`config.mk`:
```
export PLATFORM = sky130hd
export DESIGN_NAME = fetch_queue
export DESIGN_NICKNAME = d
export VERILOG_FILES = /design/src/rtl/cpu_pkg.sv /design/src/rtl/fetch_fifo.sv /design/src/rtl/fetch_queue.sv
export SDC_FILE = /design/constraint.sdc
export NUM_CORES = 1
export LEC_CHECK = 0
export CORE_MARGIN = 1.5
export CORE_UTILIZATION = 51
export CTS_CLUSTER_SIZE = 14
export DETAILED_ROUTE_END_ITERATION = 8
export MAX_ROUTING_LAYER = met4
export PLACE_DENSITY = 0.74
export SETUP_SLACK_MARGIN = 0.4
export SKIP_CTS_REPAIR_TIMING = 1
export SLEW_MARGIN = 20
export SYNTH_ARGS = -nofsm -noshare
export SYNTH_HDL_FRONTEND = slang
export SYNTH_SLANG_ARGS = --single-unit
export TNS_END_PERCENT = 1
```
`constraint.sdc`:
```
create_clock -name Clk -period 2.77 [get_ports Clk]
set_clock_uncertainty 0.05 [all_clocks]
set_input_delay 0.6925 -clock Clk [delete_from_list [all_inputs] [get_ports Clk]]
set_output_delay 0.6925 -clock Clk [all_outputs]
set_load 0.1 [all_outputs]
```
`src/rtl/cpu_pkg.sv`:
```
// rtl/cpu_pkg.sv - shared CPU constants, fetch FSM state and fetch queue entry type
package cpu_pkg;

  localparam int ADDR_W = 16;
  localparam int DATA_W = 16;
  localparam logic [ADDR_W-1:0] RESET_PC = 16'h0000;

  typedef enum logic {
    ST_FETCH = 1'b0,
    ST_FLUSH = 1'b1
  } fetch_state_e;

  typedef struct packed {
    logic [DATA_W-1:0] instr;
    logic [ADDR_W-1:0] pc_plus1;
  } fetch_entry_t;

endpackage

```
`src/rtl/fetch_fifo.sv`:
```
// rtl/fetch_fifo.sv - in-order prefetch FIFO with push/pop/clear and registered head
// Callers guarantee no push when full and no pop when empty.
module fetch_fifo
  import cpu_pkg::*;
#(
  parameter int DEPTH = 4,
  parameter int CW    = $clog2(DEPTH + 1)
) (
  input  logic         Clk,
  input  logic         Rst,
  input  logic         push,
  input  logic         pop,
  input  logic         clear,
  input  fetch_entry_t push_data,
  output fetch_entry_t head,
  output logic [CW-1:0] count
);

  localparam int PW = $clog2(DEPTH);

  fetch_entry_t    storage [DEPTH];
  logic [PW-1:0]   wptr;
  logic [PW-1:0]   rptr;

  always_ff @(posedge Clk or posedge Rst) begin
    if (Rst) begin
      wptr  <= '0;
      rptr  <= '0;
      count <= '0;
    end else if (clear) begin
      wptr  <= '0;
      rptr  <= '0;
      count <= '0;
    end else begin
      if (push) wptr <= wptr + PW'(1);
      if (pop)  rptr <= rptr + PW'(1);
      count <= count + CW'(push) - CW'(pop);
    end
  end

  // Storage needs no reset: the head is only observed while count is non-zero.
  always_ff @(posedge Clk) begin
    if (push && !clear) storage[wptr] <= push_data;
  end

  assign head = storage[rptr];

endmodule

```
`src/rtl/fetch_queue.sv`:
```
// rtl/fetch_queue.sv - instruction fetch front end: PC, memory requests, prefetch queue, redirect flush
module fetch_queue
  import cpu_pkg::*;
#(
  parameter int DEPTH = 4
) (
  input  logic              Clk,
  input  logic              Rst,
  output logic              imem_req,
  output logic [ADDR_W-1:0] imem_addr,
  input  logic              imem_rvalid,
  input  logic [DATA_W-1:0] imem_rdata,
  input  logic              redirect,
  input  logic [ADDR_W-1:0] redirect_pc,
  input  logic              id_stall,
  output logic              if_valid,
  output logic [DATA_W-1:0] if_instr,
  output logic [ADDR_W-1:0] if_pc_plus1
);

  localparam int CW = $clog2(DEPTH + 1);
  localparam logic [CW:0] DEPTH_V = (CW + 1)'(DEPTH);

  fetch_state_e      state, state_nxt;
  logic [ADDR_W-1:0] fetch_pc, fetch_pc_nxt;
  logic [ADDR_W-1:0] resp_pc, resp_pc_nxt;
  logic [CW-1:0]     outstanding, outstanding_nxt;
  logic [CW-1:0]     discard, discard_nxt;
  logic [CW-1:0]     count;
  logic [CW:0]       occupancy;
  logic              issue;
  logic              push;
  logic              pop;
  fetch_entry_t      head;
  fetch_entry_t      push_data;

  assign occupancy = {1'b0, outstanding} + {1'b0, count};

  always_comb begin
    state_nxt       = state;
    fetch_pc_nxt    = fetch_pc;
    resp_pc_nxt     = resp_pc;
    discard_nxt     = discard;
    issue           = 1'b0;
    push            = imem_rvalid && (discard == '0) && !redirect;
    pop             = if_valid && !id_stall && !redirect;

    // Credit check uses registered occupancy only; a pop frees a slot next cycle.
    if (state == ST_FETCH && !redirect && occupancy < DEPTH_V) issue = 1'b1;

    outstanding_nxt = outstanding + CW'(issue) - CW'(imem_rvalid);
    if (issue) fetch_pc_nxt = fetch_pc + ADDR_W'(1);
    if (push)  resp_pc_nxt  = resp_pc + ADDR_W'(1);

    if (redirect) begin
      // Everything still in flight after this cycle's response is stale.
      fetch_pc_nxt = redirect_pc;
      resp_pc_nxt  = redirect_pc;
      discard_nxt  = outstanding - CW'(imem_rvalid);
      state_nxt    = (discard_nxt != '0) ? ST_FLUSH : ST_FETCH;
    end else begin
      if (imem_rvalid && discard != '0) discard_nxt = discard - CW'(1);
      if (state == ST_FLUSH && discard_nxt == '0) state_nxt = ST_FETCH;
    end
  end

  always_ff @(posedge Clk or posedge Rst) begin
    if (Rst) begin
      state       <= ST_FETCH;
      fetch_pc    <= RESET_PC;
      resp_pc     <= RESET_PC;
      outstanding <= '0;
      discard     <= '0;
    end else begin
      state       <= state_nxt;
      fetch_pc    <= fetch_pc_nxt;
      resp_pc     <= resp_pc_nxt;
      outstanding <= outstanding_nxt;
      discard     <= discard_nxt;
    end
  end

  assign push_data.instr    = imem_rdata;
  assign push_data.pc_plus1 = resp_pc + ADDR_W'(1);

  fetch_fifo #(
    .DEPTH (DEPTH),
    .CW    (CW)
  ) u_fifo (
    .Clk       (Clk),
    .Rst       (Rst),
    .push      (push),
    .pop       (pop),
    .clear     (redirect),
    .push_data (push_data),
    .head      (head),
    .count     (count)
  );

  assign imem_req    = issue && !Rst;
  assign imem_addr   = fetch_pc;
  assign if_valid    = (count != '0);
  assign if_instr    = if_valid ? head.instr    : '0;
  assign if_pc_plus1 = if_valid ? head.pc_plus1 : '0;

endmodule

```
* Yosys cells after proc, flatten, opt, wreduce, memory -nomap -nowiden
Memories as Yosys holds them, arrays and structs flattened.
Index checks and enable logic that the tools add are counted.
** Cells by class
- Bitwise operators :: 1
- Shift operators :: 0
- Muxes and demuxes :: 20
- Order comparisons :: 1
- Equal/unequal tests :: 0
- $mul :: 0
- Add/sub/neg operators :: 11
- Divide/modulo/power cells :: 0
- Reductions and logical operators :: 22
** Operator list (number)
- $mux 16 :: 6
- $add 16x1->16 const B :: 2
- $mux 3 :: 4
- $logic_and 1x1->1 :: 10
- $reduce_bool 3->1 :: 3
- $sub 3x1->3 :: 3
- $mux 2 :: 4
- $reduce_bool 2->1 :: 4
- $add 3x1->3 :: 2
- $logic_not 3->1 :: 2
- $mux 1 :: 6
- $add 2x1->2 const B :: 2
- $add 3x3->4 :: 1
- $lt 4x3->1 const B :: 1
- $logic_not 1->1 :: 3
- $sub 3x1->3 const B :: 1
- $not 1->1 :: 1
** Word-level totals
- Output and inout port bits :: 50
- Register bits after elaboration :: 46
- Bits in latches :: 0
- Input port bits :: 37
- Memories :: 1
- Memory bits (writable) :: 128
- ROM bits :: 0
- Logic and storage cells :: 64
** Memory list
- u_fifo.storage :: words 4, bits a word 32, read ports 1, clocked after Yosys merged registers in 0, write ports 1, line fetch_fifo.sv:21 : fetch_entry_t storage [DEPTH];

* Longest topological paths before layout
Gate-level depths: netlist (run 1).
- Depth in word-level cells :: 8
- Depth in mapped cells :: 11
- Mapped depth without buffers :: 9

* Hierarchy
A second synthesis (run 1) with hierarchy kept.
** Unflattened totals
- Cell total of the unflattened synthesis :: 518
- Area total of the unflattened synthesis :: 7840.0 um^2
** By module, submodules not included
- fetch_fifo :: instances 1, sequential area each 4018.9 um^2, cells an instance 206, area each 5096.1 um^2
- fetch_queue :: instances 1, sequential area each 975.9 um^2, cells an instance 312, area each 2743.9 um^2

* Least setup slack after synthesis (run 1)
No wires, ideal clock.
- Kind :: reg2out
- Start point :: register outstanding[2]
- End point :: output imem_req
- Cell stages (with the launch flop) :: 5
- Path buffers :: 0
- Slack :: -576 ps
- Arrival time :: 2604 ps
- Required time :: 2027 ps
- Path through :: dfrtp_1 ha_1 nor4_4 nand3_1 nor2_1
** Between the ends
- Cells in the longest elaborated chain, start to end :: 5
** Ends and longest elaborated chain
- start, declared :: line fetch_queue.sv:27 : logic [CW-1:0] outstanding, outstanding_nxt;
- start signal, assigned :: line fetch_queue.sv:78 : outstanding <= outstanding_nxt;
- $add 3x3->4 :: line fetch_queue.sv:37 : assign occupancy = {1'b0, outstanding} + {1'b0, count};
- $lt 4x3->1 :: line fetch_queue.sv:49 : if (state == ST_FETCH && !redirect && occupancy < DEPTH_V) issue = 1'b1;
- $logic_and 1x1->1 :: line fetch_queue.sv:49
- $mux 1 :: line fetch_queue.sv:49
- $logic_and 1x1->1 :: line fetch_queue.sv:100 : assign imem_req = issue && !Rst;
- end, declared :: line fetch_queue.sv:9 : output logic imem_req,
No other way between the ends.

* Worst setup path after layout (run 1)
- Start point :: register u_fifo.rptr[0]
- End point :: output if_instr[5]
** Between the ends
- Cells in the longest elaborated chain, start to end :: 2
** Ends and longest elaborated chain
- start, declared :: line fetch_fifo.sv:23 : logic [PW-1:0] rptr;
- start signal, assigned :: line fetch_fifo.sv:36 : if (pop) rptr <= rptr + PW'(1);
- $mem_v2 4x32
- $mux 16 :: line fetch_queue.sv:103 : assign if_instr = if_valid ? head.instr : '0;
- end, declared :: line fetch_queue.sv:17 : output logic [DATA_W-1:0] if_instr,
No other way between the ends.

==> results of run 1 <==
## worst max path at each step
stage,end,cells after the start,slack [ps]
after floorplan,if_instr[11],4,100
after global placement,outstanding[2],9,30
after detailed placement,outstanding[2],9,-40
after CTS,if_pc_plus1[1],4,-50
after global routing,imem_req,6,-40
final,if_instr[5],4,20
## placed cells by master, fill, tap and decap left out, types with 4 or more instances in the layout
cell	Yosys	layout
edfxtp_1	128	128
dfrtp_1	46	43
buf_12	0	41
clkdlybuf4s50_1	0	35
buf_4	0	33
mux4_2	32	32
nand2_1	25	25
nor2_1	22	21
xnor2_1	20	20
nor2b_2	0	20
clkbuf_16	0	19
inv_1	17	16
nor3_1	17	16
a21oi_1	16	16
ha_1	16	16
nand3_1	15	15
xor2_1	14	14
nor2b_4	0	12
mux2_2	9	9
nor4_1	8	8
and3_1	8	8
nand2b_1	6	6
nand4_1	6	6
a31oi_1	6	6
o21ai_0	6	6
o21a_1	5	5
o31a_1	4	4
or3_1	4	4
inv_6	0	4
bufinv_16	0	4
## per-stage QoR
stage / area, sq um / hold slack (ps) / setup slack, ps
floorplan: 7953 / 451.0 / 103.9
global placement: 9488 / 483.8 / 26.26
detailed placement: 9488 / 502.3 / -37.03
CTS: 10120 / 517.3 / -52.86
global route: 10200 / 535.6 / -42.41
finish: 10200 / 514.5 / 24.55
## cell type report
type	count	area (sq um)	share of cell area
repair buffers	112	1481	0.1452
multi-input cells	308	2788	0.2732
clock inverters	14	205.2	0.02011
clock buffers	18	429.2	0.04205
well taps	188	235.2	0.02305
inverters	18	67.56	0.006621
flip-flops and latches	174	4999	0.4898
## cells in the mapped netlist, types with 15 or more instances
| cell | number |
|---|---|
| a21oi_1 | 16 |
| clkbuf_1 | 18 |
| dfrtp_1 | 46 |
| edfxtp_1 | 128 |
| ha_1 | 16 |
| inv_1 | 17 |
| mux4_2 | 32 |
| nand2_1 | 25 |
| nand3_1 | 15 |
| nor2_1 | 22 |
| nor2b_1 | 33 |
| nor3_1 | 17 |
| xnor2_1 | 20 |
## sequential cells by signal (all words and copies together), names as in the netlist, 2 cells and up
name,flops
u_fifo.rptr,2
outstanding,3
resp_pc,16
imem_addr,16
u_fifo.count,3
u_fifo.wptr,2
u_fifo.storage,128
discard,3
## metal layers
layer / global-route usage / up-vias / share of wire
met1: 0.2628 / 2359 / 0.42
met3: 0.04639 / 13 / 0.055
li1: - / 2200 / -
met4: 0.06016 / 0 / 0.0090
met5: - / - / 0
met2: 0.3484 / 144 / 0.52
## cell families (layout without fill, tap and decap cells)
kind of cell	count (synthesis)	after routing	share of synthesized area
xor+xnor	34	34	0.03817
fa+ha+maj	18	18	0.03079
flops	174	174	0.6402
mux	44	44	0.1092
compound gates	50	50	0.04185
simple gates	162	162	0.1169
buf+inv	45	162	0.02293
## worst reg2reg max path: stages, from the launching register on
cell     delay (ps)
dfrtp_2         440
ha_1            220
nor4_4          310
nand3_1         140
ha_1            290
inv_1            40
ha_1            180
fa_1            370
xnor2_1         180
xnor2_1         140
## report_power, final
group | leakage (nW) | switching (W) | internal (W)
clock | 0.308 | 0.00101 | 0.00153
combinational | 1.65 | 0.00251 | 0.00151
sequential | 1.69 | 0.000165 | 0.00300
==> metrics.yaml, run 1 <==
synth_edf_count: 128
critPathKind: "reg2out"
finalWorstPathRequiredPeriod_ps: 2745
cts_tree: "done"
vias: 4716
grt_pass1_wl_mm: 24.96
rr_startpoint: "u_fifo.count[1]"
cts-buffers-inserted: 17
worstRegToRegCells: 9
dp.cells: 794
place.port_buffers: 86
crit_chain: "buf_12, mux4_2, nor2b_2, buf_12"
relSlewSlack: 0.6642
synthesis.area_sq_um: 7802
crit_start: "u_fifo.rptr[0]"
setup_viol: 0
start_util: 0.5171
num_rows: 45
fmax_mhz: 364.2
postSynthAreaPerCell_sq_um: 14.81
crit_slowest_cell: "mux4_2"
r2r_setup_slack_ps: 330
fp.dieH_um: 126.7
synth_top_area_share: 0.4926
start_kind: "register"
grt_pass1_vias: 4870
crit_family: "multiplexers"
dr.pass1.iters: 5
core_sq_um: 15090
die_area_sq_um: 16050
fin_tns_setup_ps: 0
whs_endpoint: "outstanding[0]"
final_util: 0.6763
finalHoldViolations: 0
cp.buffers_inverters: 2
cts_sinks: 174
synth_area_leaders: "edfxtp_1, dfrtp_1, mux4_2"
dp_hpwl_mm: 9.696
ys_seq_area_frac: 0.6402
viasPerCell: 5.668
power_density_nw_per_um2: 952.7
wl_per_cell_um: 18.53
antenna_left: 0
leakage_nw: 3.652
timing.final.max_slew_violations: 0
ys.flop_type: "edfxtp_1"
synth_fp_nets: 582
status: "complete, no violations"
min_path_cells: 1
grt_max_degree: 38
drt_wl_total_mm: 15.41
cp.arrival_ps: 2000
layout-drive-gt1-share: 0.2981
cts_root_buffer: "clkbuf_16"
r2r_end: "outstanding[2]"
drv_cap: 0
power_w: 0.009722
antenna_found_initial: 0
clk_latency_ps: 430
syn_inst: 527
crit_top_cell: "buf_12"
cp-end-kind: "primary output"
grt_overflow: 0
drt_iter0_drc: 365
dieWidth_um: 126.7
synth_cell_types: 50
htreeDepth: 4
synthToLayoutAreaGrowth_pct: 30.79
io_pins: 87
instances_no_fill: 832
crit_required_ps: 2030
slowest_delay_ps: 530
track_usage: 0.2100
worstHoldStart: "outstanding[0]"
routabilityCongestion: 0.8503
max_slew.worst_pin.slew_ps: 500.1
nets: 686
worst_hold_path_type: "reg2reg"
rsz0062_at_grt: "yes"
n_antenna_cell: 0
ir_drop_mv: 0.6910
ys_ff_latch: 174
synthArstFlopShare: 0.2644
yosys_warnings: 0
post-route-period-util: 0.9911
cts.path.max_buffers: 2
fillers: 1033
clk_pin_slew_ps: 70
synth_top_area_cell: "edfxtp_1"
critPathMaxFanout: 18
route.detailed.drc: 0
(Power assumes the default switching activity.)
==> run 2, diff against run 1 <==
--- a/config.mk
+++ b/config.mk
@@ -5,15 +5,16 @@
 export SDC_FILE = /design/constraint.sdc
 export NUM_CORES = 1
 export LEC_CHECK = 0
+export ABC_AREA = 1
 export CORE_MARGIN = 1.5
-export CORE_UTILIZATION = 51
+export CORE_UTILIZATION = 57
 export CTS_CLUSTER_SIZE = 14
 export DETAILED_ROUTE_END_ITERATION = 8
+export DONT_BUFFER_PORTS = 1
 export MAX_ROUTING_LAYER = met4
-export PLACE_DENSITY = 0.74
+export PLACE_DENSITY = 0.73
 export SETUP_SLACK_MARGIN = 0.4
 export SKIP_CTS_REPAIR_TIMING = 1
-export SLEW_MARGIN = 20
 export SYNTH_ARGS = -nofsm -noshare
 export SYNTH_HDL_FRONTEND = slang
 export SYNTH_SLANG_ARGS = --single-unit
==> run 2 against run 1 <==
  * Sequential power rose by 2%
  * Register-to-register slack improved by 120 ps
  * Total power rose by 10%
  * Largest power group unchanged
==> metrics.yaml, run 2 <==
largest_reg_flops: 128  # unchanged
io_pins: 87  # unchanged
vias: 6197  # +31%
final_common_cell: "nor2_1"
clk_pin_slew_ps: 60  # about the same
critPathKind: "reg2out"
synth.most_common_cell: "nor2_1"
routabilityCongestion: 0.8923  # +4.9%
n_antenna_cell: 0  # unchanged
p_sw_frac: 0.4134  # +0.03487
synth_edf_count: 128  # unchanged
worst_slack_ps: 132.3  # +107.7 ps
synth_fp_nets: 903  # +55%
fin_area_sq_um: 10140  # -0.63%
wl_per_cell_um: 16.61  # -10%
cts.path.max_buffers: 2  # unchanged
die_area_sq_um: 15020  # -6.4%
synth_common_cells: "nor2_1, nand2_1, edfxtp_1, o21ai_0, inv_1"
synth_top_area_cell: "edfxtp_1"
dieWidth_um: 122.6  # -3.2%
finalHoldViolations: 0  # unchanged
ys_ff_latch: 174  # unchanged
grt_pass1_wl_mm: 29.13  # +17%
final_cell_mix: "nor2_1, nand2_1, edfxtp_1"
antenna_found_initial: 0  # unchanged
rsz0062_at_grt: "yes"
start_kind: "register"
setup_viol: 0  # unchanged
core_sq_um: 13930  # -7.7%
synth_area_leaders: "edfxtp_1, dfrtp_1, nor2_1"
critPathMaxFanout: 40  # +22
timing.final.max_slew_violations: 0  # unchanged
dp.cells: 1062  # +34%
intPower_w: 0.006274  # +3.8%
fillers: 942  # -8.8%
ys_seq_area_frac: 0.6128  # -0.02732
worst_hold_path_type: "in2async"
htreeDepth: 4  # unchanged
pre_cts_ws_ps: 388.5  # +425.6 ps
finalWorstPathRequiredPeriod_ps: 2638  # -107.7 ps
leakage_nw: 4.059  # +11%
synthesis.area_sq_um: 8150  # +4.5%
clockPowerShare: 0.253  # -0.008
grt_max_degree: 41  # +7.9%
hold_ws_ps: 154.5  # -360.0 ps
yosys_warnings: 0  # unchanged
synthToLayoutAreaGrowth_pct: 24.42
fp.dieH_um: 122.6  # -3.2%
synth_cell_types: 35  # -30%
ys.flop_type: "edfxtp_1"
seq_power_share: 0.302  # -0.023
cp.arrival_ps: 1900  # -100 ps
route.detailed.drc: 0  # unchanged
cts_tree: "done"
switchingPower_w: 0.004421  # +20%
synthArstFlopShare: 0.2644  # unchanged
instances_no_fill: 1101  # +32%
post-route-period-util: 0.9523  # -0.03888
drt_iter0_drc: 544  # +49%
drv_cap: 0  # unchanged
start_util: 0.5849  # +0.06782
relSlewSlack: 0.3964  # -0.2678
nets: 964  # +41%
cts_sinks: 174  # unchanged
antenna_left: 0  # unchanged
cts_root_buffer: "clkbuf_16"
max_slew.worst_pin.slew_ps: 905.3  # +405.3 ps
dr.pass1.iters: 5  # unchanged
fmax_mhz: 379.1  # +4.1%
layout-drive-gt1-share: 0.1846  # -0.1136
grt_overflow: 0  # unchanged
viasPerCell: 5.629  # -0.70%
grt_pass1_vias: 6171  # +27%
cp-end-kind: "primary output"
clk_latency_ps: 420  # about the same
place.port_buffers: 0  # -100%
status: "complete, no violations"
num_rows: 43  # -4.4%
cts-buffers-inserted: 17  # unchanged
dp_hpwl_mm: 12.03  # +24%
largest_register: "u_fifo.storage"
drt_wl_total_mm: 18.29  # +19%
postSynthAreaPerCell_sq_um: 9.611  # -35%
ir_drop_mv: 0.6298  # -8.8%
crit_required_ps: 2030  # about the same
synth_top_area_share: 0.4716  # -0.02102
power_density_nw_per_um2: 1055  # +11%
track_usage: 0.2667  # +0.05672
syn_inst: 848  # +61%
p_comb_frac: 0.445  # +0.031
placed_area_sq_um: 9326  # -1.7%
==> run 2: cell count changes after synthesis, sizes merged, moves of 32 or more <==
cell	change
nand2	+118
nand3	+33
mux4	-32
o21ai	+76
inv	+63
nor2b	-33
nor2	+158
==> run 2: path summary, 6_finish.rpt <==
kind | start | endpoint | slack [ps] | cells past startpoint
worst max-delay path | u_fifo.rptr[0] | if_pc_plus1[8] | 130 | 5
worst min-delay path | Rst | discard[2] | 150 | 1
worst max register to register | outstanding[2] | outstanding[2] | 450 | 9
worst min register to register | outstanding[1] | outstanding[2] | 450 | 1
max in group asynchronous | Rst | u_fifo.rptr[0] | 1950 | 2
min in group Clk | redirect | u_fifo.count[0] | 290 | 1
==> run 2: metal layers <==
layer	track usage	share of wire	vias to the layer above
li1	-	-	2956
met1	0.3105	0.40	2971
met2	0.4389	0.51	248
met3	0.08271	0.083	22
met4	0.09593	0.013	0
met5	-	0	-
==> run 2: kinds of logic after synthesis <==
| logic type | count (synthesis) | share of synthesized area |
|---|---|---|
| AND/OR/NAND/NOR | 391 | 0.1985 |
| flip-flops | 174 | 0.6128 |
| AO/OA/AOI/OAI | 141 | 0.09119 |
| buffers and inverters | 115 | 0.05818 |
| adder cells (fa/ha/maj) | 18 | 0.02947 |
| XOR/XNOR | 8 | 0.008597 |
| multiplexers | 1 | 0.001228 |
==> run 2: cell type report <==
cell class | count | area [sq um] | share of cell area
clock buffer | 21 | 470.5 | 0.04639
clock inverter | 10 | 207.7 | 0.02048
inverter | 81 | 311.5 | 0.03072
multi-input combinational | 559 | 2839 | 0.2799
sequential | 174 | 4997 | 0.4928
tap | 180 | 225.2 | 0.02221
timing repair buffer | 76 | 1090 | 0.1075
==> run 2: power by group through the flow <==
stage                     clock network [W]  logic (W)  registers (W)
after floorplan                           0    0.00292        0.00358
after global placement                    0    0.00453        0.00327
after detailed placement                  0    0.00463        0.00328
after CTS                           0.00273    0.00464        0.00323
after global routing                0.00284    0.00504        0.00326
final                               0.00270    0.00476        0.00323
==> run 2: worst max-delay path: stages (launching register included) <==
cell and delay [ps]:
dfrtp_2 500, inv_2 110, buf_12 180, o21ai_0 360
a21oi_2 130, buf_12 190
==> run 2: metrics by stage <==
stage | power [W] | util | setup TNS (ps)
floorplan | 0.006496 | - | 0
global placement | 0.007799 | 0.6693 | 0
detailed placement | 0.007907 | 0.6693 | 0
CTS | 0.01061 | 0.7180 | -217.4
global route | 0.01113 | 0.7278 | -9.588
finish | 0.01069 | 0.7278 | 0
